===== src/rtl/discrete_pkg.sv =====
// rtl/discrete_pkg.sv - shared types and helpers for the discrete sound trigger block
// Purpose: channel state encoding and a ms-to-sample-count conversion for hold times.
// Ports: none (package).
package discrete_pkg;

  typedef enum logic [1:0] {
    IDLE   = 2'd0,
    ACTIVE = 2'd1,
    HOLD   = 2'd2
  } trig_state_t;

  // Converts a duration in milliseconds into a count of audio samples.
  function automatic int ms_to_samples(input int ms, input int sample_rate);
    return (ms * sample_rate) / 1000;
  endfunction

endpackage


===== src/rtl/discrete_trigger_stretch.sv =====
// rtl/discrete_trigger_stretch.sv - one trigger channel: rise capture, hold FSM and sample-aligned enable
// Purpose: stretches a latch bit to at least MIN_HOLD_SAMPLES audio ticks and re-times it to audio_clk_en.
// Configuration: DISCRETE_TRIGGER_RETRIGGER_EN makes a new rising edge during HOLD reload the hold counter;
//   without it a rising edge during HOLD is discarded (one-shot, non-retriggerable).
// Ports:
//   clk          in  system clock
//   I_RSTn       in  asynchronous active-low reset
//   audio_clk_en in  one-clk strobe per audio sample
//   latch_i      in  raw latch bit for this channel
//   trig_en_o    out stretched trigger enable, changes only on audio_clk_en
//   hold_busy_o  out hold counter non-zero, changes only on audio_clk_en
module discrete_trigger_stretch
  import discrete_pkg::*;
#(
  parameter int MIN_HOLD_SAMPLES = 480,
  localparam int CNT_W = $clog2(MIN_HOLD_SAMPLES + 1)
) (
  input  logic clk,
  input  logic I_RSTn,
  input  logic audio_clk_en,
  input  logic latch_i,
  output logic trig_en_o,
  output logic hold_busy_o
);

  localparam logic [CNT_W-1:0] RELOAD = CNT_W'(MIN_HOLD_SAMPLES - 1);
  localparam logic [CNT_W-1:0] ONE    = CNT_W'(1);

  trig_state_t      state_q, state_d;
  logic [CNT_W-1:0] cnt_q, cnt_d;
  logic             pend_q, pend_d;
  logic             latch_prev_q;
  logic             rise;
  logic             pend_eff;

  // A rise in the same cycle as a tick is seen directly through pend_eff,
  // so a one-clk latch pulse is never lost.
  assign rise     = latch_i & ~latch_prev_q;
  assign pend_eff = pend_q | rise;

  always_ff @(posedge clk or negedge I_RSTn) begin
    if (!I_RSTn) begin
      state_q      <= IDLE;
      cnt_q        <= '0;
      pend_q       <= 1'b0;
      latch_prev_q <= 1'b0;
    end else begin
      state_q      <= state_d;
      cnt_q        <= cnt_d;
      pend_q       <= pend_d;
      latch_prev_q <= latch_i;
    end
  end

  always_comb begin
    state_d = state_q;
    cnt_d   = cnt_q;
    pend_d  = audio_clk_en ? 1'b0 : pend_eff;
    if (audio_clk_en) begin
      case (state_q)
        IDLE: begin
          if (pend_eff || latch_i) begin
            state_d = ACTIVE;
            cnt_d   = RELOAD;
          end
        end
        ACTIVE: begin
          cnt_d = (cnt_q != '0) ? cnt_q - ONE : '0;
          if (!latch_i) begin
            state_d = (cnt_q == '0) ? IDLE : HOLD;
          end
        end
        HOLD: begin
          if (cnt_q == '0) begin
            state_d = latch_i ? ACTIVE : IDLE;
          end else begin
`ifdef DISCRETE_TRIGGER_RETRIGGER_EN
            cnt_d = pend_eff ? RELOAD : cnt_q - ONE;
`else
            cnt_d = cnt_q - ONE;
`endif
          end
        end
        default: begin
          state_d = IDLE;
          cnt_d   = '0;
        end
      endcase
    end
  end

  // Both decode straight from registers that only move on audio_clk_en.
  assign trig_en_o   = (state_q != IDLE);
  assign hold_busy_o = (cnt_q != '0);

endmodule


===== src/rtl/discrete_sound_trigger.sv =====
// rtl/discrete_sound_trigger.sv - 74LS259-style addressable sound latch feeding per-channel trigger stretchers
// Purpose: CPU writes set/clear one addressed latch bit; each bit drives a stretcher channel.
// Configuration: DISCRETE_TRIGGER_RETRIGGER_EN (see discrete_trigger_stretch).
// Ports:
//   clk, I_RSTn   clock and asynchronous active-low reset
//   audio_clk_en  one-clk strobe per audio sample
//   cpu_wr        latch write strobe
//   cpu_addr      bit select
//   cpu_data      value written to the selected bit
//   clear_n       synchronous active-low clear of all latch bits
//   latch_q       raw latch contents
//   trig_en       stretched, sample-aligned trigger enables
//   hold_busy     per-channel hold counter non-zero
module discrete_sound_trigger
  import discrete_pkg::*;
#(
  parameter int SAMPLE_RATE      = 48000,
  parameter int NUM_TRIGGERS     = 8,
  parameter int MIN_HOLD_SAMPLES = ms_to_samples(10, SAMPLE_RATE),
  localparam int ADDR_W = $clog2(NUM_TRIGGERS)
) (
  input  logic                    clk,
  input  logic                    I_RSTn,
  input  logic                    audio_clk_en,
  input  logic                    cpu_wr,
  input  logic [ADDR_W-1:0]       cpu_addr,
  input  logic                    cpu_data,
  input  logic                    clear_n,
  output logic [NUM_TRIGGERS-1:0] latch_q,
  output logic [NUM_TRIGGERS-1:0] trig_en,
  output logic [NUM_TRIGGERS-1:0] hold_busy
);

  logic [NUM_TRIGGERS-1:0] latch_bits_q, latch_bits_d;

  // Clear mode takes priority over a write in the same cycle.
  always_comb begin
    latch_bits_d = latch_bits_q;
    if (!clear_n) begin
      latch_bits_d = '0;
    end else if (cpu_wr) begin
      latch_bits_d[cpu_addr] = cpu_data;
    end
  end

  always_ff @(posedge clk or negedge I_RSTn) begin
    if (!I_RSTn) begin
      latch_bits_q <= '0;
    end else begin
      latch_bits_q <= latch_bits_d;
    end
  end

  assign latch_q = latch_bits_q;

  for (genvar i = 0; i < NUM_TRIGGERS; i++) begin : g_chan
    discrete_trigger_stretch #(
      .MIN_HOLD_SAMPLES(MIN_HOLD_SAMPLES)
    ) u_stretch (
      .clk         (clk),
      .I_RSTn      (I_RSTn),
      .audio_clk_en(audio_clk_en),
      .latch_i     (latch_bits_q[i]),
      .trig_en_o   (trig_en[i]),
      .hold_busy_o (hold_busy[i])
    );
  end

endmodule


===== config.mk =====
export PLATFORM = sky130hd
export DESIGN_NAME = discrete_sound_trigger
export DESIGN_NICKNAME = d
export VERILOG_FILES = /design/src/rtl/discrete_pkg.sv /design/src/rtl/discrete_trigger_stretch.sv /design/src/rtl/discrete_sound_trigger.sv
export SDC_FILE = /design/constraint.sdc
export NUM_CORES = 1
export LEC_CHECK = 0
export CORE_MARGIN = 2
export CORE_UTILIZATION = 45
export DETAILED_ROUTE_END_ITERATION = 12
export PLACE_DENSITY = 0.64
export SYNTH_ARGS = -nofsm -noshare
export SYNTH_HDL_FRONTEND = slang
export SYNTH_HIERARCHICAL = 1
export SYNTH_SLANG_ARGS = --single-unit

===== constraint.sdc =====
create_clock -name clk -period 2.2 [get_ports clk]
set_input_delay 0.66 -clock clk [delete_from_list [all_inputs] [get_ports clk]]
set_output_delay 0.66 -clock clk [all_outputs]
set_load 0.02 [all_outputs]

---- Yosys cells after proc, flatten, opt, wreduce, memory -nomap -nowiden ----
Cells that the tools add are included.
cells by class
  div/mod/pow operators ................... 0
  mux-type cells .......................... 93
  add/subtract/negate cells ............... 8
  reductions and logical operators ........ 57
  magnitude comparators ................... 2
  shift-type cells ........................ 0
  multipliers ............................. 0
  eq/ne operators ......................... 49
  bitwise logic cells ..................... 24
operator list
  cell                   count
  $mux W9                24
  $pmux W9 S3            8
  $logic_not A9 Y1       8
  $reduce_bool A9 Y1     8
  $sub A9 B1 Y9 const B  8
  $mux W2                32
  $pmux W2 S3            8
  $ne A2 B2 Y1 const B   17
  $ne A2 B1 Y1 const B   16
  $reduce_and A4 Y1      8
  $reduce_and A3 Y1      8
  $mux W1                17
  $eq A2 B1 Y1 const B   8
  $eq A2 B2 Y1 const B   8
  $logic_not A2 Y1       8
  $mux W8                2
  $reduce_bool A2 Y1     8
  $and A1 B1 Y1          8
  $bwmux W8              1
  $logic_or A1 B1 Y1     8
  $not A1 Y1             8
  $or A1 B1 Y1           8
  $lt A3 B4 Y1 const B   1
  $demux W1 S3           1
  other kinds (2)        2
storage, ports and cells
  input port bits ......................... 9
  memories ................................ 0
  memory bits (read-only) ................. 0
  memory bits (writable) .................. 0
  latch bits .............................. 0
  register bits after elaboration ......... 112

---- Logic depth before layout (Yosys ltp) ----
  depth after elaboration ................. 7
  mapped depth ............................ 7
  gate-level depth less buffers ........... 7

---- Hierarchy ----
Netlist, hierarchy kept.
modules (own cells, without submodules)
  module                                               seq. area each (µm²)  times used  cells an instance  area an instance (µm²)
  discrete_trigger_stretch at g_chan[0].u_stretch ...  325.3                 7           112                970.9
  discrete_trigger_stretch at g_chan[7].u_stretch      325.3                 1           100                910.9
  discrete_sound_trigger                               200.2                 1           34                 407.9

---- Worst setup path before layout ----
Ideal clock, no wire load.
  path kind ............................... register to output
  start ................................... reg g_chan[7].u_stretch.cnt_q[0]
  end ..................................... out hold_busy[7]
  arrival ................................. 1396 ps
  required time ........................... 1540 ps
  setup slack ............................. 144 ps
  cell stages (with the launch flop) ...... 6
  cell sequence ........................... dfrtp_1 -> inv_1 -> ha_1 -> or4b_4 -> nor2_4 -> inv_2
on the way
  word-level cells in the longest chain between the ends .. 1
ends and longest elaborated chain
  what                    line                            text
  from (decl)             discrete_trigger_stretch.sv:30  logic [CNT_W-1:0] cnt_q, cnt_d;
  from (signal assigned)  discrete_trigger_stretch.sv:49  cnt_q <= cnt_d;
  $reduce_bool A9 Y1      discrete_trigger_stretch.sv:94  assign hold_busy_o = (cnt_q != '0);
  to (decl)               discrete_sound_trigger.sv:31    output logic [NUM_TRIGGERS-1:0] hold_busy
No other way between the ends.

---- Worst setup path after layout ----
  start ................................... reg g_chan[7].u_stretch.cnt_q[1]
  end ..................................... out hold_busy[7]
The elaborated chain is that of the path after synthesis.

==> out/results.ini <==
[sta]
setup_slack_ns = -0.203
skew_ns = 0.00503
post-route-period-util_pct = 109
tightest_slew_ns = 0.623
timing.fmax_ghz = 0.416
slew_viol_final = 0
slew_headroom_pct = 58.3
min_period_ns = 2.40
setup_violations = 8
rsz0062_at_grt = true
hold_viol = 0

[worst_setup_path]
worstPathMaxFanout = 2
r2r-start = g_chan[5].u_stretch/cnt_q[1]
cp_slowest_cell = or4b_4
cpPeakStageDelay_ns = 0.48
cp-end-kind = output port
path_class = reg -> out
path_delay_family = simple AND/OR/NAND/NOR gates
path_buf_inv = 3
critPathLaunchType = register
worstPathArrival_ns = 1.74
worstRegToRegCells = 9
crit_top_cell = inv_2
r2r_end = g_chan[5].u_stretch/cnt_q[4]
ff2ff_setup_slack_ns = 0.01
worstPathCellList = inv_2, ha_4, or4b_4, nor2_4, inv_2, buf_6
worstPathRequired_ns = 1.54

[cts]
cts_tree = yes
cts.clk_slew.worst_paths_ns = 0.07
cts-root-buf = clkbuf_16
cts-buffers-inserted = 9
cts_num_sinks = 112
cts_buffer_depth = 2
h-tree-depth = 3
clk_latency_ns = 0.35

[detailed_routing]
first_iter_violations = 573
viasPerCell = 6.04
drt_wl_total_mm = 21.8
ant_nets = 0
vias = 8106
drc_errors = 0
routedWlPerCell_um = 16.2
drtPass1Iterations = 5

[synth]
synth-main-ff-cell = dfrtp_1
yosysMostFrequentCell = dfrtp_1
yosysSeqAreaShare_pct = 34.5
yosys_warnings = 6
synth_area_sq_um = 8120
synth_cell_types = 66
syn_area_per_cell_sq_um = 8.84
synth_top_area_share_pct = 34.5
synthCells = 918
yosys-top-cells-count = dfrtp_1 (112), nand2_1 (89), nor2_1 (62), o21ai_0 (55), a21oi_1 (54)
synth_top_cell_by_area = dfrtp_1
ys_async_sr_fraction_pct = 100
syn_nets = 935
yosys-top-cells-area = dfrtp_1 (35%), nand2_1 (4.1%), o21ai_0 (3.4%)
yosys_register_bits = 112
synth_edf_count = 0

[global_routing]
grt_pass1_wl_mm = 36.9
grt_max_degree = 34
grt_pass1_vias = 7575
gr-total-overflow = 0
grt_use_total_pct = 22.7
antenna_found_initial = 0

[floorplanning]
rows = 49
coreArea_sq_um = 17800
io_pins = 33
die-area_sq_um = 19100
fp.dieW_um = 138
start_util_pct = 45.5
fp.dieH_um = 138

[placed_design]
hpwl_mm = 15.2
routabilityCongestion = 0.855
port_buffers = 32
pre_cts_slack_ns = -0.227

[layout]
layout.nets = 1126
diodes = 0
nFillCells = 1516
fin_util_pct = 59.0
drive_gt1_share_pct = 29.8
syn_to_final_growth_pct = 29.7

[flow_run]
maxCapViolations = 0

[pwr]
p_leak_nw = 4.33
power_density_nw_per_um2 = 882
peakVddDrop_uv = 549

[status]
violations = setup timing
status = finished, violations left

[hold_path]
hold_path.class = in -> async

-- area by class of cell --
type                            instances  area, sq um  area share (%)
Clock buffer                           13          250            2.38
Clock inverter                          3         17.5           0.166
Inverter                               43          161            1.53
Multi-Input combinational cell        703         5060            48.0
Sequential cell                       112         2800            26.6
Tap cell                              229          287            2.72
Timing Repair Buffer                  240         1950            18.5
-- per-stage QoR --
| stage | area [sq um] | instances | hold slack (ns) | TNS, ns | total power, mW |
|---|---|---|---|---|---|
| CTS | 10400 | 1340 | 0.260 | -0.780 | 9.06 |
| global placement | 9730 | 1290 | 0.535 | -1.20 | 6.85 |
| finish | 10500 | 1343 | 0.249 | -0.627 | 9.28 |
| global route | 10500 | 1343 | 0.278 | -1.23 | 9.94 |
| detailed placement | 9730 | 1290 | 0.540 | -1.41 | 6.91 |
| floorplan | 8120 | 918 | 0.364 | 0 | 5.28 |
-- logic make-up (layout without fill, tap and decap cells) --
kind of cell,after synthesis,count (layout),synth area share (%)
mux,8,8,0.987
compound gates,320,320,29.9
simple gates,359,359,26.5
fa+ha+maj,9,9,1.36
buf+inv,103,299,5.89
xor+xnor,7,7,0.755
flops,112,112,34.5
-- sequential cells by signal, indices dropped and copies added (netlist names) --
signal	flops
g_chan.u_stretch/latch_prev_q	8
g_chan.u_stretch/pend_q	8
g_chan.u_stretch/state_q	16
g_chan.u_stretch/cnt_q	72
latch_q	8
-- power by group --
group	leakage, nW	internal (mW)	total [mW]	switching, mW
Combinational	2.90	2.48	4.99	2.52
Sequential	1.30	2.48	2.75	0.270
Clock	0.130	0.798	1.54	0.741
-- cell usage in the layout, fill, tap and decap left out, types with 15 or more instances in the layout --
cell type  count
a211o_1       21
a21oi_1       54
a31oi_1       23
buf_4        199
dfrtp_1      111
inv_1         26
inv_2         17
nand2_1       89
nor2_1        52
nor3_1        38
nor4_1        22
o21a_1        21
o21ai_0       54
o21ai_1       15
or4_1         15
-- how the worst max path moves through the flow --
stage | start | cells past startpoint | slack, ns | to
4_1_cts | g_chan[7].u_stretch/cnt_q[1] | 6 | -0.21 | hold_busy[7]
3_5_place_dp | g_chan[7].u_stretch/cnt_q[0] | 6 | -0.23 | hold_busy[7]
2_1_floorplan | g_chan[7].u_stretch/cnt_q[0] | 5 | 0.14 | hold_busy[7]
5_1_grt | g_chan[7].u_stretch/cnt_q[1] | 6 | -0.26 | hold_busy[7]
3_3_place_gp | g_chan[7].u_stretch/cnt_q[0] | 6 | -0.19 | hold_busy[7]
6_report | g_chan[7].u_stretch/cnt_q[1] | 6 | -0.20 | hold_busy[7]
-- repair_timing --
action / 4_1_cts / 5_1_grt
hold buffers: 0 / 0
setup buffers: 34 / 7
endpoints found under the hold margin: 0 / 0
endpoints found under the setup margin: 18 / 25
gates resized for setup: 108 / 20
pin swaps: 24 / 13
-- layer usage --
metal | global-route usage, % | share of wire [%] | vias to the layer above | wire length (um)
met3 | 2.22 | 3.9 | 34 | 855
met5 | 0 | 0 | - | 0
met1 | 31.8 | 47 | 3899 | 10300
li1 | - | - | 3927 | -
met4 | 8.27 | 1.9 | 0 | 419
met2 | 36.7 | 47 | 246 | 10300
Note: power is estimated with default switching activity, not from simulation.
